**src/rtl/mcp_pkg.sv**
```systemverilog
// Multicycle MIPS main-control package.
// State encoding, opcodes, mux encodings and the control bundle.
package mcp_pkg;

  localparam int OPW = 6;

  typedef enum logic [3:0] {
    S_FETCH    = 4'd0,
    S_DECODE   = 4'd1,
    S_MEMADR   = 4'd2,
    S_MEMRD    = 4'd3,
    S_MEMWB    = 4'd4,
    S_MEMWR    = 4'd5,
    S_EXECUTE  = 4'd6,
    S_ALUWB    = 4'd7,
    S_BRANCH   = 4'd8,
    S_ADDIEX   = 4'd9,
    S_ADDIWB   = 4'd10,
    S_JUMP     = 4'd11,
    S_BRANCHNE = 4'd12
  } state_e;

  localparam logic [OPW-1:0] OP_RTYPE = 6'b000000;
  localparam logic [OPW-1:0] OP_J     = 6'b000010;
  localparam logic [OPW-1:0] OP_BEQ   = 6'b000100;
  localparam logic [OPW-1:0] OP_BNE   = 6'b000101;
  localparam logic [OPW-1:0] OP_ADDI  = 6'b001000;
  localparam logic [OPW-1:0] OP_LW    = 6'b100011;
  localparam logic [OPW-1:0] OP_SW    = 6'b101011;

  localparam logic [1:0] ALUOP_ADD   = 2'b00;
  localparam logic [1:0] ALUOP_SUB   = 2'b01;
  localparam logic [1:0] ALUOP_FUNCT = 2'b10;

  localparam logic [1:0] SRCB_REG   = 2'b00;
  localparam logic [1:0] SRCB_FOUR  = 2'b01;
  localparam logic [1:0] SRCB_IMM   = 2'b10;
  localparam logic [1:0] SRCB_BRIMM = 2'b11;

  localparam logic [1:0] PCSRC_ALU    = 2'b00;
  localparam logic [1:0] PCSRC_ALUOUT = 2'b01;
  localparam logic [1:0] PCSRC_JUMP   = 2'b10;

  typedef struct packed {
    logic       pc_we;
    logic       branch;
    logic       branch_ne;
    logic       instr_or_data;
    logic       instr_we;
    logic       wmem;
    logic       wrf;
    logic       reg_dst;
    logic       mem_to_reg;
    logic       a_sel;
    logic [1:0] b_sel;
    logic [1:0] alu_op;
    logic [1:0] pc_src;
    logic       done;
  } ctrl_t;

endpackage

```
**src/rtl/mcp_state_decoder.sv**
```systemverilog
// Moore decode of the main-control state into datapath controls.
// Purely combinational; no opcode dependence.
module mcp_state_decoder
  import mcp_pkg::*;
(
  input  state_e state_i,
  output ctrl_t  ctrl_o
);

  // per-state control word, everything not listed stays 0
  always_comb begin
    ctrl_o = '0;
    unique case (state_i)
      S_FETCH: begin
        ctrl_o.instr_we = 1'b1;
        ctrl_o.pc_we    = 1'b1;
        ctrl_o.b_sel    = SRCB_FOUR;
        ctrl_o.alu_op   = ALUOP_ADD;
        ctrl_o.pc_src   = PCSRC_ALU;
      end
      S_DECODE: begin
        ctrl_o.b_sel  = SRCB_BRIMM;
        ctrl_o.alu_op = ALUOP_ADD;
      end
      S_MEMADR: begin
        ctrl_o.a_sel  = 1'b1;
        ctrl_o.b_sel  = SRCB_IMM;
        ctrl_o.alu_op = ALUOP_ADD;
      end
      S_MEMRD: begin
        ctrl_o.instr_or_data = 1'b1;
      end
      S_MEMWB: begin
        ctrl_o.wrf        = 1'b1;
        ctrl_o.mem_to_reg = 1'b1;
        ctrl_o.done       = 1'b1;
      end
      S_MEMWR: begin
        ctrl_o.instr_or_data = 1'b1;
        ctrl_o.wmem          = 1'b1;
        ctrl_o.done          = 1'b1;
      end
      S_EXECUTE: begin
        ctrl_o.a_sel  = 1'b1;
        ctrl_o.b_sel  = SRCB_REG;
        ctrl_o.alu_op = ALUOP_FUNCT;
      end
      S_ALUWB: begin
        ctrl_o.wrf     = 1'b1;
        ctrl_o.reg_dst = 1'b1;
        ctrl_o.done    = 1'b1;
      end
      S_BRANCH: begin
        ctrl_o.a_sel  = 1'b1;
        ctrl_o.b_sel  = SRCB_REG;
        ctrl_o.alu_op = ALUOP_SUB;
        ctrl_o.pc_src = PCSRC_ALUOUT;
        ctrl_o.branch = 1'b1;
        ctrl_o.done   = 1'b1;
      end
      S_BRANCHNE: begin
        ctrl_o.a_sel     = 1'b1;
        ctrl_o.b_sel     = SRCB_REG;
        ctrl_o.alu_op    = ALUOP_SUB;
        ctrl_o.pc_src    = PCSRC_ALUOUT;
        ctrl_o.branch_ne = 1'b1;
        ctrl_o.done      = 1'b1;
      end
      S_ADDIEX: begin
        ctrl_o.a_sel  = 1'b1;
        ctrl_o.b_sel  = SRCB_IMM;
        ctrl_o.alu_op = ALUOP_ADD;
      end
      S_ADDIWB: begin
        ctrl_o.wrf  = 1'b1;
        ctrl_o.done = 1'b1;
      end
      S_JUMP: begin
        ctrl_o.pc_src = PCSRC_JUMP;
        ctrl_o.pc_we  = 1'b1;
        ctrl_o.done   = 1'b1;
      end
      default: ctrl_o = '0;
    endcase
  end

endmodule

```
**src/rtl/mcp_main_fsm.sv**
```systemverilog
// Multicycle MIPS main control FSM (state reg, dispatch, reset gating).
// Optional bne support: define MCP_BNE_EN.
module mcp_main_fsm
  import mcp_pkg::*;
#(
  parameter int OPW = 6
) (
  input  logic           clk_i,
  input  logic           reset_i,
  input  logic [OPW-1:0] opcode_i6,
  output logic           pc_we_o,
  output logic           branch_o,
  output logic           branch_ne_o,
  output logic           instr_or_data_o,
  output logic           instr_we_o,
  output logic           enable_wmem_o,
  output logic           enable_wrf_o,
  output logic           reg_dst_o,
  output logic           mem_to_reg_o,
  output logic           a_alu_input_o,
  output logic [1:0]     b_alu_input_o2,
  output logic [1:0]     alu_op_o2,
  output logic [1:0]     pc_src_o2,
  output logic           instr_done_o,
  output logic           illegal_op_o,
  output logic [3:0]     state_o4
);

  state_e state_q, state_d;
  ctrl_t  ctrl;
  logic   illegal;
  logic   run;

  // state register, synchronous reset back to FETCH
  always_ff @(posedge clk_i) begin
    if (reset_i) state_q <= S_FETCH;
    else         state_q <= state_d;
  end

  // next-state and opcode dispatch
  always_comb begin
    state_d = S_FETCH;
    illegal = 1'b0;
    unique case (state_q)
      S_FETCH:   state_d = S_DECODE;
      S_DECODE: begin
        case (opcode_i6)
          OP_LW,
          OP_SW:    state_d = S_MEMADR;
          OP_RTYPE: state_d = S_EXECUTE;
          OP_BEQ:   state_d = S_BRANCH;
          OP_ADDI:  state_d = S_ADDIEX;
          OP_J:     state_d = S_JUMP;
`ifdef MCP_BNE_EN
          OP_BNE:   state_d = S_BRANCHNE;
`endif
          default: begin
            state_d = S_FETCH;
            illegal = 1'b1;
          end
        endcase
      end
      S_MEMADR: begin
        if (opcode_i6 == OP_SW) state_d = S_MEMWR;
        else                    state_d = S_MEMRD;
      end
      S_MEMRD:   state_d = S_MEMWB;
      S_EXECUTE: state_d = S_ALUWB;
      S_ADDIEX:  state_d = S_ADDIWB;
      default:   state_d = S_FETCH;
    endcase
  end

  mcp_state_decoder u_dec (
    .state_i (state_q),
    .ctrl_o  (ctrl)
  );

  // write strobes and pulses are suppressed while reset is held
  assign run = ~reset_i;

  assign pc_we_o         = ctrl.pc_we & run;
  assign branch_o        = ctrl.branch & run;
  assign instr_we_o      = ctrl.instr_we & run;
  assign enable_wmem_o   = ctrl.wmem & run;
  assign enable_wrf_o    = ctrl.wrf & run;
  assign instr_done_o    = ctrl.done & run;
  assign illegal_op_o    = illegal & run;
  assign instr_or_data_o = ctrl.instr_or_data;
  assign reg_dst_o       = ctrl.reg_dst;
  assign mem_to_reg_o    = ctrl.mem_to_reg;
  assign a_alu_input_o   = ctrl.a_sel;
  assign b_alu_input_o2  = ctrl.b_sel;
  assign alu_op_o2       = ctrl.alu_op;
  assign pc_src_o2       = ctrl.pc_src;
  assign state_o4        = state_q;

`ifdef MCP_BNE_EN
  assign branch_ne_o = ctrl.branch_ne & run;
`else
  logic unused_bne;
  assign unused_bne  = ctrl.branch_ne;
  assign branch_ne_o = 1'b0;
`endif

endmodule

```
**config.mk**
```make
export PLATFORM = sky130hd
export DESIGN_NAME = mcp_main_fsm
export DESIGN_NICKNAME = d
export VERILOG_FILES = /design/src/rtl/mcp_pkg.sv /design/src/rtl/mcp_state_decoder.sv /design/src/rtl/mcp_main_fsm.sv
export SDC_FILE = /design/constraint.sdc
export NUM_CORES = 1
export LEC_CHECK = 0
export ABC_CLOCK_PERIOD_IN_PS = 2600
export CORE_MARGIN = 2
export CORE_UTILIZATION = 40
export CTS_BUF_LIST = sky130_fd_sc_hd__clkbuf_8 sky130_fd_sc_hd__clkbuf_16
export DETAILED_ROUTE_END_ITERATION = 10
export GPL_ROUTABILITY_DRIVEN = 1
export MAX_ROUTING_LAYER = met4
export PLACE_DENSITY_LB_ADDON = 0.2
export SLEW_MARGIN = 0
export SYNTH_ARGS = -nofsm -noshare
export SYNTH_HDL_FRONTEND = slang
export SYNTH_HIERARCHICAL = 1
export SYNTH_SLANG_ARGS = --single-unit
```
**constraint.sdc**
```tcl
create_clock -name clk_i -period 2.6 [get_ports clk_i]
set_input_delay 0.65 -clock clk_i [delete_from_list [all_inputs] [get_ports clk_i]]
set_output_delay 0.65 -clock clk_i [all_outputs]
set_load 0.02 [all_outputs]
```
-- Word level (Yosys, flattened, before mapping)
Cells that the tools add are included.
- multiplexer cells: 17
- reductions and logical operators: 11
- equality and inequality tests: 17
- bitwise operators: 8
- operator list (kind ; number):
    4-bit case mux with 5 select lines ; 2
    4-bit case mux with 6 select lines ; 1
    4-bit == test (second input constant) ; 5
    4-bit by 3-bit == test with 1-bit output (second input constant) ; 4
    6-bit == test (second input constant) ; 2
    1-bit two-way mux ; 12
    2-bit OR reduction ; 5
    4-bit by 2-bit == test with 1-bit output (second input constant) ; 2
    1-bit bitwise AND ; 7
    7-bit OR reduction ; 1
    6-bit by 2-bit == test with 1-bit output (second input constant) ; 1
    6-bit by 3-bit == test with 1-bit output (second input constant) ; 1
    6-bit by 4-bit == test with 1-bit output (second input constant) ; 1
    6-bit logical NOT ; 1
    6-bit OR reduction ; 1
    5-bit OR reduction ; 1
    4-bit by 1-bit == test with 1-bit output (second input constant) ; 1
    4-bit logical NOT ; 1
    2-bit case mux with 2 select lines ; 1
    3-bit two-way mux ; 1
    3-bit OR reduction ; 1
    1-bit NOT ; 1
- word-level logic and storage cells: 54
- register bits after elaboration: 4

-- Depth between registers and ports, before layout
- depth after elaboration: 5
- depth in mapped cells: 5
- depth with buffers taken out: 4

-- By module
Netlist, hierarchy kept.
- modules (own cells, without submodules) (module ; instances ; cells each ; sequential area each (um^2) ; area each (um^2)):
    mcp_main_fsm ; 1 ; 46 ; 80.1 ; 336.6
    mcp_state_decoder ; 1 ; 36 ; 0.0 ; 212.7

-- Least setup slack after synthesis
No wires, ideal clock.
- path kind: register to output
- start point: register state_q[2] (netlist: state_o4[2])
- end point: output port instr_or_data_o
- buffers on the path: 1
- cell stages (with the launch flop): 4
- arrival time: 1.422 ns
- data required time: 1.950 ns
- setup slack: 0.528 ns
- path through: dfxtp_1 -> buf_2 -> xnor2_1 -> nor3b_1
- word-level cells in the longest chain between the ends: 3
- elaborated cells on any way between the ends: 4
- those cells by class: eq/ne: 2; mux: 1; reduce/logical: 1
- ends and longest elaborated chain (element ; line ; RTL):
    start: declaration ; mcp_main_fsm.sv:29 ; state_e state_q, state_d;
    start signal: assignment ; mcp_main_fsm.sv:37 ; else state_q <= state_d;
    4-bit by 2-bit == test with 1-bit output or 4-bit by 3-bit == test with 1-bit output (tied branches) ; mcp_state_decoder.sv:13 ; unique case (state_i)
    2-bit OR reduction (no source line) * ; -- ;
    1-bit two-way mux * ; mcp_state_decoder.sv:13 ;
    end: declaration ; mcp_main_fsm.sv:14 ; output logic instr_or_data_o,
Mark *: on every way between the ends. The rest lies on a longest branch, timed or not.

-- Worst setup path after layout
- start point: input port opcode_i6[2]
- end point: output port illegal_op_o
- word-level cells in the longest chain between the ends: 5
- elaborated cells on any way between the ends: 10
- those cells by class: eq/ne: 5; mux: 2; bitwise: 1; reduce/logical: 2
- ends and longest elaborated chain (element ; line ; RTL):
    start: declaration ; mcp_main_fsm.sv:10 ; input logic [OPW-1:0] opcode_i6,
    6-bit == test, or another cell as far along ; mcp_main_fsm.sv:47 ; case (opcode_i6)
    6-bit OR reduction (no source line) * ; -- ;
    1-bit two-way mux * ; mcp_main_fsm.sv:47 ;
    1-bit two-way mux * ; mcp_main_fsm.sv:44 ; unique case (state_q)
    1-bit bitwise AND * ; mcp_main_fsm.sv:88 ; assign illegal_op_o = illegal & run;
    end: declaration ; mcp_main_fsm.sv:25 ; output logic illegal_op_o,
Marks and branches as above.

==> impl_metrics.toml <==
[global_route]
gr-usage-all-layers = 0.225
grt_pass1_wl_mm = 2.39
grt_pass1_vias = 560
grt_max_degree = 15
antenna_found_initial = 0
grt.overflow.total = 0

[worst_setup_path]
crit_chain = "clkdlybuf4s50_1, xor2_1, o211ai_1, and4_2, buf_2"
end_kind = "output port"
arrival_ps = 1920
required_ps = 1950
r2r_end = "state_o4[2]"
rrSetupSlack_ps = 1340
cp_slowest_cell = "clkdlybuf4s50_1"
r2r_start = "state_o4[0]"
reg2regPathDepth = 4
max_stage_delay_ps = 450
cp-start-kind = "input port"
setup.worst_path.class = "input port to output port"
crit_path_max_fanout = 3

[synth]
yosys_warnings = 6
syn-cell-area_um2 = 541
syn_nets = 88
synth_area_per_cell_um2 = 6.76
synthCells = 80

[min_path]
hold_path.startpoint = "state_o4[0]"
holdPathStages = 1
worst_hold_path_type = "flop to flop"
holdPathEnd = "state_o4[0]"

[job]
maxCapViolations = 0

[die]
fp.dieW_um = 40.8
ios = 30
die_y_um = 40.8
die_area_um2 = 1660
fp-row-count = 13
core-area_um2 = 1280
start_util = 0.421

[sta]
fmax_ghz = 0.389
hold_violations = 0
setup_ws_ps = 30.0
min_period_ps = 2570
period_share = 0.988
tns_ps = 0
setup_viol = 0
slew_violations = 0
fin_skew_ps = 4.99

[place]
place_inst = 132
place_area_um2 = 917
dp_hpwl_mm = 1.19
dp_slack_ps = -438
gp_congestion = 0.804
port-buffer-count = 28

[detailed_routing]
first_pass_iters = 4
post_drt_wl_per_cell_um = 11.6
drcViolationCount = 0
routed_wl_mm = 1.58
via_count = 742
drt_iter0_markers = 14
ant_nets = 0
vias_per_cell = 5.46

[clocking]
path_clk_slew_ps = 30
clockBufferDepth = 2
cts_tree = "done"
clock_latency_ps = 220
cts_made_buffers = 3
ctsHtreeMaxLevel = 1
cts_root_buf = "clkbuf_8"
cts_sinks = 4

[pwr]
p_leak_uw = 0.000397
ir_drop_v = 0.000410
p_per_area_nw_per_um2 = 306

[finish]
fin_cells = 136
largest_reg_flops = 4
final_util = 0.749
layout-drive-gt1-share = 0.207
area_growth_pct = 78.0
final_common_cell = "clkdlybuf4s50_1"
layout_common_cells = "clkdlybuf4s50_1, buf_4"
nets = 131
stdcell_area_um2 = 962
antenna-diode-count = 0

[outcome]
run_status = "finished, final reports clean"
## through the flow
stage	hold slack [ps]	power (uW)
detailed placement	646	162
global route	686	308
global placement	645	160
finish	649	295
CTS	653	297
floorplan	606	112
## worst max path at each step
stage               slack (ps)    startpoint           endpoint
global placement          -360  opcode_i6[1]       illegal_op_o
detailed placement        -440  opcode_i6[1]       illegal_op_o
finish                      30  opcode_i6[2]       illegal_op_o
global route               -30  opcode_i6[2]       illegal_op_o
CTS                        -40  opcode_i6[0]       illegal_op_o
floorplan                  530   state_o4[1]  b_alu_input_o2[1]
## power breakdown
group / internal [uW] / switching, uW / total (uW) / leakage, uW
registers: 63.7 / 5.83 / 69.6 / 0.0000331
logic: 45.9 / 43.8 / 89.7 / 0.000342
clock network: 99.0 / 36.3 / 135 / 0.0000216
## cell type report
type | instances | area (um^2)
Sequential cell | 4 | 81.3
Clock buffer | 3 | 41.3
Multi-Input combinational cell | 68 | 424
Tap cell | 15 | 18.8
Fill cell | 109 | 323
Timing Repair Buffer | 44 | 389
Inverter | 2 | 7.51
## worst max-delay path, delay by kind of cell
family / cells / cell delay [ps]
AO/OA/AOI/OAI: 1 / 250
XOR/XNOR: 1 / 170
buffers and inverters: 2 / 610
AND/OR/NAND/NOR: 1 / 240
## routing by layer
layer  wire length, um  part of all wire  vias up  global-route usage
li1                  -                 -      372                   -
met1               682              0.43      333               0.264
met2               774              0.49       33               0.353
met3                94             0.059        4              0.0652
met4                29             0.018        0               0.100
met5                 0                 0        -                   -
## timing repair
action / 4_1_cts / 5_1_grt
setup buffers: 0 / 1
hold buffers: 0 / 0
endpoints found under the setup margin: 7 / 3
pin swaps: 0 / 2
resized for setup: 11 / 3
No activity file was read; power rests on OpenSTA's default activity.
